[config.mk]
export PLATFORM = sky130hd
export DESIGN_NAME = equiv_check_sequencer_flat
export DESIGN_NICKNAME = d
export VERILOG_FILES = /design/src/rtl/equiv_check_sequencer_if.sv /design/src/rtl/equiv_check_sequencer.sv /design/src/flat_wrapper.sv
export SDC_FILE = /design/constraint.sdc
export NUM_CORES = 1
export LEC_CHECK = 0
export ABC_CLOCK_PERIOD_IN_PS = 3300
export BUFFER_PORTS_ARGS = -buffer_cell sky130_fd_sc_hd__buf_2
export CAP_MARGIN = 25
export CELL_PAD_IN_SITES_DETAIL_PLACEMENT = 0
export CELL_PAD_IN_SITES_GLOBAL_PLACEMENT = 2
export CORE_ASPECT_RATIO = 0.9
export CORE_MARGIN = 2
export CORE_UTILIZATION = 28
export CTS_CLUSTER_SIZE = 16
export DETAILED_ROUTE_END_ITERATION = 8
export PLACE_DENSITY_LB_ADDON = 0.08
export REMOVE_ABC_BUFFERS = 1
export SLEW_MARGIN = 20
export SYNTH_ARGS = -nofsm -noshare
export SYNTH_HDL_FRONTEND = slang
export SYNTH_SLANG_ARGS = --single-unit
[constraint.sdc]
create_clock -name clk -period 3.3 [get_ports clk]
set_clock_uncertainty 0.15 [all_clocks]
set_input_delay 0.66 -clock clk [delete_from_list [all_inputs] [get_ports clk]]
set_output_delay 0.66 -clock clk [all_outputs]
set_load 0.02 [all_outputs]
[src/rtl/equiv_check_sequencer_if.sv]
// Handshake, stimulus and response bundle between the equivalence sequencer and its harness.
// With EQUIV_MISMATCH_CAPTURE_EN defined the bundle also carries the mismatch snapshot.
interface equiv_check_sequencer_if #(
  parameter int IN_W  = 76,
  parameter int Y_W   = 91,
  parameter int CNT_W = 16
);
  logic             start;
  logic [CNT_W-1:0] num_vectors;
  logic [31:0]      seed;
  logic [IN_W-1:0]  stim;
  logic [Y_W-1:0]   y_1;
  logic [Y_W-1:0]   y_2;
  logic             busy;
  logic             done;
  logic             pass;
  logic [CNT_W-1:0] vec_count;
  logic [CNT_W-1:0] fail_index;
`ifdef EQUIV_MISMATCH_CAPTURE_EN
  logic [IN_W-1:0]  cap_stim;
  logic [Y_W-1:0]   cap_y1;
  logic [Y_W-1:0]   cap_y2;
`endif

  modport slave (
    input  start, num_vectors, seed, y_1, y_2,
    output stim, busy, done, pass, vec_count, fail_index
`ifdef EQUIV_MISMATCH_CAPTURE_EN
    , output cap_stim, cap_y1, cap_y2
`endif
  );

  modport master (
    output start, num_vectors, seed, y_1, y_2,
    input  stim, busy, done, pass, vec_count, fail_index
`ifdef EQUIV_MISMATCH_CAPTURE_EN
    , input cap_stim, cap_y1, cap_y2
`endif
  );
endinterface

[src/rtl/equiv_check_sequencer.sv]
// Bounded stimulus/compare sequencer for the dual-copy equivalence harness.
// Optional mismatch snapshot outputs are enabled by defining EQUIV_MISMATCH_CAPTURE_EN.
module equiv_check_sequencer #(
  parameter int IN_W   = 76,
  parameter int Y_W    = 91,
  parameter int SETTLE = 2,
  parameter int CNT_W  = 16
) (
  input logic                    clk,
  input logic                    rst_n,
  equiv_check_sequencer_if.slave bus
);

  localparam logic [31:0]      LFSR_TAPS   = 32'h8020_0003;
  localparam logic [7:0]       SETTLE_LAST = 8'(SETTLE - 1);
  localparam logic [CNT_W-1:0] CNT_ZERO    = {CNT_W{1'b0}};
  localparam logic [CNT_W-1:0] CNT_ONE     = {{(CNT_W-1){1'b0}}, 1'b1};
  localparam logic [IN_W-1:0]  STIM_ZERO   = {IN_W{1'b0}};

  typedef enum logic [2:0] {
    ST_IDLE    = 3'd0,
    ST_LOAD    = 3'd1,
    ST_DRIVE   = 3'd2,
    ST_SETTLE  = 3'd3,
    ST_COMPARE = 3'd4
  } state_t;

  function automatic logic [31:0] lfsr_step(input logic [31:0] v);
    lfsr_step = v[0] ? ((v >> 32'd1) ^ LFSR_TAPS) : (v >> 32'd1);
  endfunction

  state_t           state_r, state_nxt_s;
  logic             busy_r, done_r, pass_r;
  logic [31:0]      lfsr_r, seed_r, lfsr_nxt_s;
  logic [CNT_W-1:0] num_r, vec_count_r, fail_index_r, vec_inc_s;
  logic [7:0]       settle_cnt_r;
  logic [IN_W-1:0]  stim_r, stim_nxt_s;
  logic             match_s, last_s;
  logic             accept_s, load_s, drive_s, settle_s, cmp_s;

  assign lfsr_nxt_s = lfsr_step(lfsr_r);
  // Older words slide up; a 32-bit bus simply takes the new word.
  assign stim_nxt_s = (stim_r << 32'd32) | IN_W'(lfsr_nxt_s);
  assign match_s    = (bus.y_1 == bus.y_2);
  assign vec_inc_s  = vec_count_r + CNT_ONE;
  assign last_s     = (vec_inc_s == num_r);

  // State register; busy tracks the state being entered so it equals state != IDLE
  always_ff @(posedge clk or negedge rst_n) begin
    if (!rst_n) begin
      state_r <= ST_IDLE;
      busy_r  <= 1'b0;
    end else begin
      state_r <= state_nxt_s;
      busy_r  <= (state_nxt_s != ST_IDLE);
    end
  end

  // Next-state logic
  always_comb begin
    state_nxt_s = state_r;
    case (state_r)
      ST_IDLE: begin
        if (bus.start) state_nxt_s = ST_LOAD;
        else           state_nxt_s = ST_IDLE;
      end
      ST_LOAD: begin
        if (num_r == CNT_ZERO) state_nxt_s = ST_IDLE;
        else                   state_nxt_s = ST_DRIVE;
      end
      ST_DRIVE: state_nxt_s = ST_SETTLE;
      ST_SETTLE: begin
        if (settle_cnt_r == SETTLE_LAST) state_nxt_s = ST_COMPARE;
        else                             state_nxt_s = ST_SETTLE;
      end
      ST_COMPARE: begin
        if (!match_s)    state_nxt_s = ST_IDLE;
        else if (last_s) state_nxt_s = ST_IDLE;
        else             state_nxt_s = ST_DRIVE;
      end
      default: state_nxt_s = ST_IDLE;
    endcase
  end

  // Output decode: one datapath strobe per state
  always_comb begin
    accept_s = 1'b0;
    load_s   = 1'b0;
    drive_s  = 1'b0;
    settle_s = 1'b0;
    cmp_s    = 1'b0;
    case (state_r)
      ST_IDLE:    accept_s = bus.start;
      ST_LOAD:    load_s   = 1'b1;
      ST_DRIVE:   drive_s  = 1'b1;
      ST_SETTLE:  settle_s = 1'b1;
      ST_COMPARE: cmp_s    = 1'b1;
      default:    accept_s = 1'b0;
    endcase
  end

  // Run datapath: request latches, LFSR and stimulus, counters and result flags
  always_ff @(posedge clk or negedge rst_n) begin
    if (!rst_n) begin
      lfsr_r       <= 32'h0000_0001;
      seed_r       <= 32'h0000_0000;
      num_r        <= CNT_ZERO;
      stim_r       <= STIM_ZERO;
      vec_count_r  <= CNT_ZERO;
      fail_index_r <= CNT_ZERO;
      settle_cnt_r <= 8'd0;
      done_r       <= 1'b0;
      pass_r       <= 1'b0;
    end else if (accept_s) begin
      num_r  <= bus.num_vectors;
      seed_r <= bus.seed;
      done_r <= 1'b0;
      pass_r <= 1'b0;
    end else if (load_s) begin
      lfsr_r       <= (seed_r == 32'h0000_0000) ? 32'h0000_0001 : seed_r;
      stim_r       <= STIM_ZERO;
      vec_count_r  <= CNT_ZERO;
      fail_index_r <= CNT_ZERO;
      if (num_r == CNT_ZERO) begin
        done_r <= 1'b1;
        pass_r <= 1'b1;
      end
    end else if (drive_s) begin
      lfsr_r       <= lfsr_nxt_s;
      stim_r       <= stim_nxt_s;
      settle_cnt_r <= 8'd0;
    end else if (settle_s) begin
      settle_cnt_r <= settle_cnt_r + 8'd1;
    end else if (cmp_s) begin
      if (!match_s) begin
        fail_index_r <= vec_count_r;
        pass_r       <= 1'b0;
        done_r       <= 1'b1;
      end else begin
        vec_count_r <= vec_inc_s;
        if (last_s) begin
          done_r <= 1'b1;
          pass_r <= 1'b1;
        end
      end
    end
  end

  assign bus.stim       = stim_r;
  assign bus.busy       = busy_r;
  assign bus.done       = done_r;
  assign bus.pass       = pass_r;
  assign bus.vec_count  = vec_count_r;
  assign bus.fail_index = fail_index_r;

`ifdef EQUIV_MISMATCH_CAPTURE_EN
  logic [IN_W-1:0] cap_stim_r;
  logic [Y_W-1:0]  cap_y1_r, cap_y2_r;

  // Mismatch snapshot: cleared by an accepted start, loaded by the failing compare
  always_ff @(posedge clk or negedge rst_n) begin
    if (!rst_n) begin
      cap_stim_r <= STIM_ZERO;
      cap_y1_r   <= {Y_W{1'b0}};
      cap_y2_r   <= {Y_W{1'b0}};
    end else if (accept_s) begin
      cap_stim_r <= STIM_ZERO;
      cap_y1_r   <= {Y_W{1'b0}};
      cap_y2_r   <= {Y_W{1'b0}};
    end else if (cmp_s && !match_s) begin
      cap_stim_r <= stim_r;
      cap_y1_r   <= bus.y_1;
      cap_y2_r   <= bus.y_2;
    end
  end

  assign bus.cap_stim = cap_stim_r;
  assign bus.cap_y1   = cap_y1_r;
  assign bus.cap_y2   = cap_y2_r;
`endif

endmodule

[src/flat_wrapper.sv]
// flat-port wrapper written by rule: the top's interface ports become plain ports
module equiv_check_sequencer_flat 
#(
  parameter int IN_W   = 76,
  parameter int Y_W    = 91,
  parameter int SETTLE = 2,
  parameter int CNT_W  = 16
)
  (clk, rst_n, bus_start, bus_num_vectors, bus_seed, bus_y_1, bus_y_2, bus_stim, bus_busy, bus_done, bus_pass, bus_vec_count, bus_fail_index);
  equiv_check_sequencer_if #(.IN_W(IN_W), .Y_W(Y_W), .CNT_W(CNT_W)) bus_i ();
  input logic clk;
  input logic rst_n;
  input wire logic [$bits(bus_i.start)-1:0] bus_start;
  input wire logic [$bits(bus_i.num_vectors)-1:0] bus_num_vectors;
  input wire logic [$bits(bus_i.seed)-1:0] bus_seed;
  input wire logic [$bits(bus_i.y_1)-1:0] bus_y_1;
  input wire logic [$bits(bus_i.y_2)-1:0] bus_y_2;
  output wire logic [$bits(bus_i.stim)-1:0] bus_stim;
  output wire logic [$bits(bus_i.busy)-1:0] bus_busy;
  output wire logic [$bits(bus_i.done)-1:0] bus_done;
  output wire logic [$bits(bus_i.pass)-1:0] bus_pass;
  output wire logic [$bits(bus_i.vec_count)-1:0] bus_vec_count;
  output wire logic [$bits(bus_i.fail_index)-1:0] bus_fail_index;
  assign bus_i.start = bus_start;
  assign bus_i.num_vectors = bus_num_vectors;
  assign bus_i.seed = bus_seed;
  assign bus_i.y_1 = bus_y_1;
  assign bus_i.y_2 = bus_y_2;
  assign bus_stim = bus_i.stim;
  assign bus_busy = bus_i.busy;
  assign bus_done = bus_i.done;
  assign bus_pass = bus_i.pass;
  assign bus_vec_count = bus_i.vec_count;
  assign bus_fail_index = bus_i.fail_index;
  equiv_check_sequencer #(.IN_W(IN_W), .Y_W(Y_W), .SETTLE(SETTLE), .CNT_W(CNT_W)) u_core (.clk(clk), .rst_n(rst_n), .bus(bus_i));
endmodule
==> flow_results.xml <==
<?xml version="1.0" encoding="UTF-8"?>
<metrics>
  <group name="outcome">
    <metric name="status" unit="">finished, final reports clean</metric>
  </group>
  <group name="worst_setup_path">
    <metric name="crit-reg2reg-capture" unit="">u_core.bus.pass</metric>
    <metric name="crit_path_frequent_cell" unit="">or4_4</metric>
    <metric name="worstRegToRegCells" unit="">8</metric>
    <metric name="crit_chain" unit="">nand3_4 -&gt; or3_1 -&gt; or4_4 -&gt; o211ai_2 -&gt; a31oi_1 -&gt; or4_4 -&gt; a31oi_2 -&gt; mux2_2</metric>
    <metric name="startpoint_type" unit="">register</metric>
    <metric name="timing.critical_path.required" unit="ns">3.55</metric>
    <metric name="cp.arrival" unit="ns">3.38</metric>
    <metric name="worstSetupPathType" unit="">reg -&gt; reg</metric>
    <metric name="slowest_delay" unit="ns">0.56</metric>
    <metric name="cpMaxStageDelayCell" unit="">or4_4</metric>
    <metric name="rr_startpoint" unit="">u_core.bus.vec_count[5]</metric>
    <metric name="crit_path_end_kind" unit="">register</metric>
    <metric name="rrSetupSlack" unit="ns">0.17</metric>
    <metric name="worstPathMaxFanout" unit="">7</metric>
  </group>
  <group name="grt">
    <metric name="antenna_found_initial" unit="">12</metric>
    <metric name="global_route_wire_length_before_repair" unit="mm">49.94</metric>
    <metric name="pin_count_of_the_biggest_net_entering_global_routing" unit="">106</metric>
    <metric name="grt_pass1_vias" unit="">8407</metric>
    <metric name="globalRouteTotalUtil" unit="%">17.86</metric>
    <metric name="overflow" unit="">0</metric>
  </group>
  <group name="power_and_ir_drop">
    <metric name="cellPowerDensity" unit="nW/um2">866.3</metric>
    <metric name="power_switching_share" unit="%">39.24</metric>
    <metric name="internal_power" unit="mW">6.799</metric>
    <metric name="seqPwrFrac" unit="%">38.1</metric>
    <metric name="share_clk_of_total_power" unit="%">23.0</metric>
    <metric name="power.share.combinational" unit="%">38.9</metric>
    <metric name="vdd.ir_drop.worst" unit="mV">0.7114</metric>
    <metric name="total_net_switching_power" unit="mW">4.390</metric>
    <metric name="leak" unit="nW">6.265</metric>
  </group>
  <group name="placement">
    <metric name="port_buffers" unit="">343</metric>
    <metric name="hpwl" unit="mm">23.67</metric>
    <metric name="gpl.final_weighted_congestion" unit="">0.8126</metric>
    <metric name="placement.cell_area" unit="um2">12120</metric>
    <metric name="dpl_worst_slack" unit="ns">0.03625</metric>
  </group>
  <group name="sta">
    <metric name="hold_ws" unit="ns">0.2133</metric>
    <metric name="finalMaxSlewViolations" unit="">0</metric>
    <metric name="fmax" unit="MHz">319.1</metric>
    <metric name="final.setup.worst_slack" unit="ns">0.1665</metric>
    <metric name="layout_worst_path_cycle_share" unit="%">94.96</metric>
    <metric name="grt_setup_unrepaired" unit="">no</metric>
    <metric name="finalSetupViolations" unit="">0</metric>
    <metric name="maxSlewHeadroom" unit="%">51.56</metric>
    <metric name="fin_crit" unit="ns">3.134</metric>
    <metric name="totalNegativeSetupSlack" unit="ns">0</metric>
    <metric name="max_slew.worst_pin.slew" unit="ns">0.7266</metric>
    <metric name="timing_hold_violations_final" unit="">0</metric>
  </group>
  <group name="floorplan">
    <metric name="core_area" unit="um2">33950</metric>
    <metric name="die_width" unit="um">199.6</metric>
    <metric name="fp.dieArea" unit="um2">35950</metric>
    <metric name="rows" unit="">64</metric>
    <metric name="start_util" unit="%">28.41</metric>
    <metric name="dieHeight" unit="um">180.1</metric>
    <metric name="io-pin-count" unit="">344</metric>
  </group>
  <group name="routing">
    <metric name="initialDrtViolationCount" unit="">409</metric>
    <metric name="route.detailed.drc" unit="">0</metric>
    <metric name="drt_wl_total" unit="mm">32.00</metric>
    <metric name="met1_length" unit="mm">14.05</metric>
    <metric name="top_layer_used" unit="">met5</metric>
    <metric name="detail_route.wl_per_cell" unit="um">18.72</metric>
    <metric name="detailroute.wirelength.met2" unit="mm">15.36</metric>
    <metric name="via_count" unit="">8020</metric>
    <metric name="vias_per_cell" unit="">4.690</metric>
    <metric name="routed-wl-met3" unit="mm">2.034</metric>
    <metric name="drt_pre_antenna_iters" unit="">4</metric>
    <metric name="antenna_left" unit="">0</metric>
  </group>
  <group name="cts">
    <metric name="clock_tree.htree_level_count" unit="">1</metric>
    <metric name="max-clock-path-buffers" unit="">3</metric>
    <metric name="post-cts-setup-buffers" unit="">0</metric>
    <metric name="clk_pin_slew_worst_setup_hold_paths" unit="ns">0.05</metric>
    <metric name="clkSinkCount" unit="">202</metric>
    <metric name="tritoncts_clock_tree" unit="">built</metric>
    <metric name="clock_insertion_delay_worst_skew" unit="ns">0.52</metric>
    <metric name="clock-root-buffer" unit="">clkbuf_16</metric>
    <metric name="numCtsBuffers" unit="">24</metric>
  </group>
  <group name="finish">
    <metric name="final_util" unit="%">38.04</metric>
    <metric name="synthesis_to_finish_area_growth" unit="%">33.90</metric>
    <metric name="design_area" unit="um2">12910</metric>
    <metric name="finalNetCount" unit="">1467</metric>
    <metric name="drive_above_1_share" unit="%">38.80</metric>
  </group>
  <group name="yosys">
    <metric name="number_of_enable_type_register_cells_in_the_synthesized_netlist" unit="">0</metric>
    <metric name="synth_async_sr_flop_share" unit="%">100.0</metric>
    <metric name="synth-seq-area-share" unit="%">52.42</metric>
    <metric name="synthesis.instances" unit="">870</metric>
    <metric name="avgSynthCellArea" unit="um2">11.09</metric>
    <metric name="post_synth_instance_area" unit="um2">9646</metric>
    <metric name="synth.ff_latch_count" unit="">202</metric>
    <metric name="synth_warnings" unit="">0</metric>
    <metric name="yosysUniqueCellTypes" unit="">54</metric>
    <metric name="most_used_flip_flop_cell_after_synthesis" unit="">dfrtp_1</metric>
  </group>
  <group name="worst_hold_path">
    <metric name="worstHoldPathCells" unit="">3</metric>
    <metric name="worstHoldPathType" unit="">in -&gt; reg</metric>
    <metric name="holdCritStartpoint" unit="">bus_num_vectors[2]</metric>
    <metric name="hold_path_end" unit="">u_core.num_r[2]</metric>
  </group>
  <group name="job">
    <metric name="max_cap_violations" unit="">0</metric>
  </group>
</metrics>
-- synth_stat cells (12+ instances only) --
master	n	area, um2
dfrtp_1	201	5030
nand2_1	103	386.6
a22o_1	73	639.4
xnor2_1	67	586.8
xor2_1	52	455.4
mux2_2	48	540.5
nor2_1	39	146.4
clkbuf_1	34	127.6
a22oi_1	30	225.2
nor4_1	26	162.7
inv_1	23	86.33
mux2i_1	21	210.2
nand4_1	21	131.4
o21ai_0	19	95.09
nand3_1	12	60.06
-- what timing repair did --
item | CTS | global route
endpoints found under the setup margin | 0 | 2
hold endpoints to repair | 53 | 0
resized for setup | 0 | 4
hold buffers | 1 | 0
-- flip-flops by register name, indices dropped and copies added (netlist names) --
register / cells
u_core.bus.pass: 1
u_core.seed_r: 32
u_core.state_r: 3
u_core.bus.done: 1
u_core.bus.vec_count: 16
u_core.lfsr_r: 32
u_core.bus.stim: 76
u_core.bus.fail_index: 16
u_core.num_r: 16
u_core.settle_cnt_r: 8
u_core.bus.busy: 1
-- layout by cell type, fill, tap and decap left out, drive strengths merged, types with 3 or more instances in the layout --
cell,netlist,final
nor4,27,27
a21oi,4,4
mux2,48,48
nand3b,3,3
and3,7,7
clkbuf,34,36
a22oi,30,30
o21ai,19,19
a22o,73,73
a31oi,6,6
nor3,8,8
nor3b,3,3
clkinv,0,3
xor2,52,52
buf,13,380
mux2i,21,21
nand3,13,13
nand2b,5,5
ha,3,3
diode,0,3
dfrtp,201,201
o22ai,3,3
o22a,9,9
xnor2,67,67
inv,23,23
a21o,7,7
nand2,103,103
nor2,39,39
nand4,21,21
-- layout make-up --
| cell class | count | area, um2 |
|---|---|---|
| Tap cell | 462 | 578.1 |
| Fill cell | 3566 | 21040 |
| Antenna cell | 3 | 7.507 |
| Sequential cell | 202 | 5057 |
| Multi-Input combinational cell | 598 | 4349 |
| Inverter | 23 | 86.33 |
| Clock buffer | 35 | 701.9 |
| Timing Repair Buffer | 382 | 2071 |
| Clock inverter | 5 | 63.81 |
-- routing by layer --
metal	vias to the layer above	GRT usage, %
li1	3842	-
met1	3862	23.59
met2	259	30.08
met3	51	3.781
met4	6	3.644
met5	-	0
-- worst max path at each step --
stage,startpoint,endpoint
6_report,u_core.bus.vec_count[5],u_core.bus.pass
5_1_grt,u_core.bus.vec_count[1],u_core.bus.pass
4_1_cts,u_core.bus.vec_count[0],u_core.bus.pass
3_5_place_dp,u_core.bus.vec_count[0],u_core.bus.pass
3_3_place_gp,u_core.bus.vec_count[0],u_core.bus.pass
2_1_floorplan,u_core.state_r[2],u_core.lfsr_r[1]
-- metrics by stage --
step           instances  total power [mW]
3_3_place_gp        1666             8.701
5_1_grt             1709             12.02
2_1_floorplan        823             6.882
3_5_place_dp        1666             8.719
4_1_cts             1707             11.39
6_report            1710             11.19
-- critical path: cells and delay by family (launching register included) --
| family | cells | cell delay [ns] |
|---|---|---|
| flops | 1 | 0.54 |
| compound gates | 3 | 0.42 |
| mux | 1 | 0.36 |
| simple gates | 4 | 1.56 |
-- power groups by stage --
stage / Combinational, mW / Sequential [mW] / Clock [mW]
finish: 4.35 / 4.26 / 2.57
CTS: 4.43 / 4.28 / 2.67
floorplan: 2.33 / 4.55 / 0
detailed placement: 4.42 / 4.30 / 0
global route: 4.81 / 4.43 / 2.79
global placement: 4.38 / 4.32 / 0
-- cell families after synthesis --
logic type / count (synthesis) / share of synthesized area, %
compound gates: 165 / 13.44
buf+inv: 70 / 2.983
fa+ha+maj: 3 / 0.3892
flops: 202 / 52.42
xor+xnor: 119 / 10.81
simple gates: 242 / 12.18
mux: 69 / 7.783
Power figures use the tool's default switching activity.
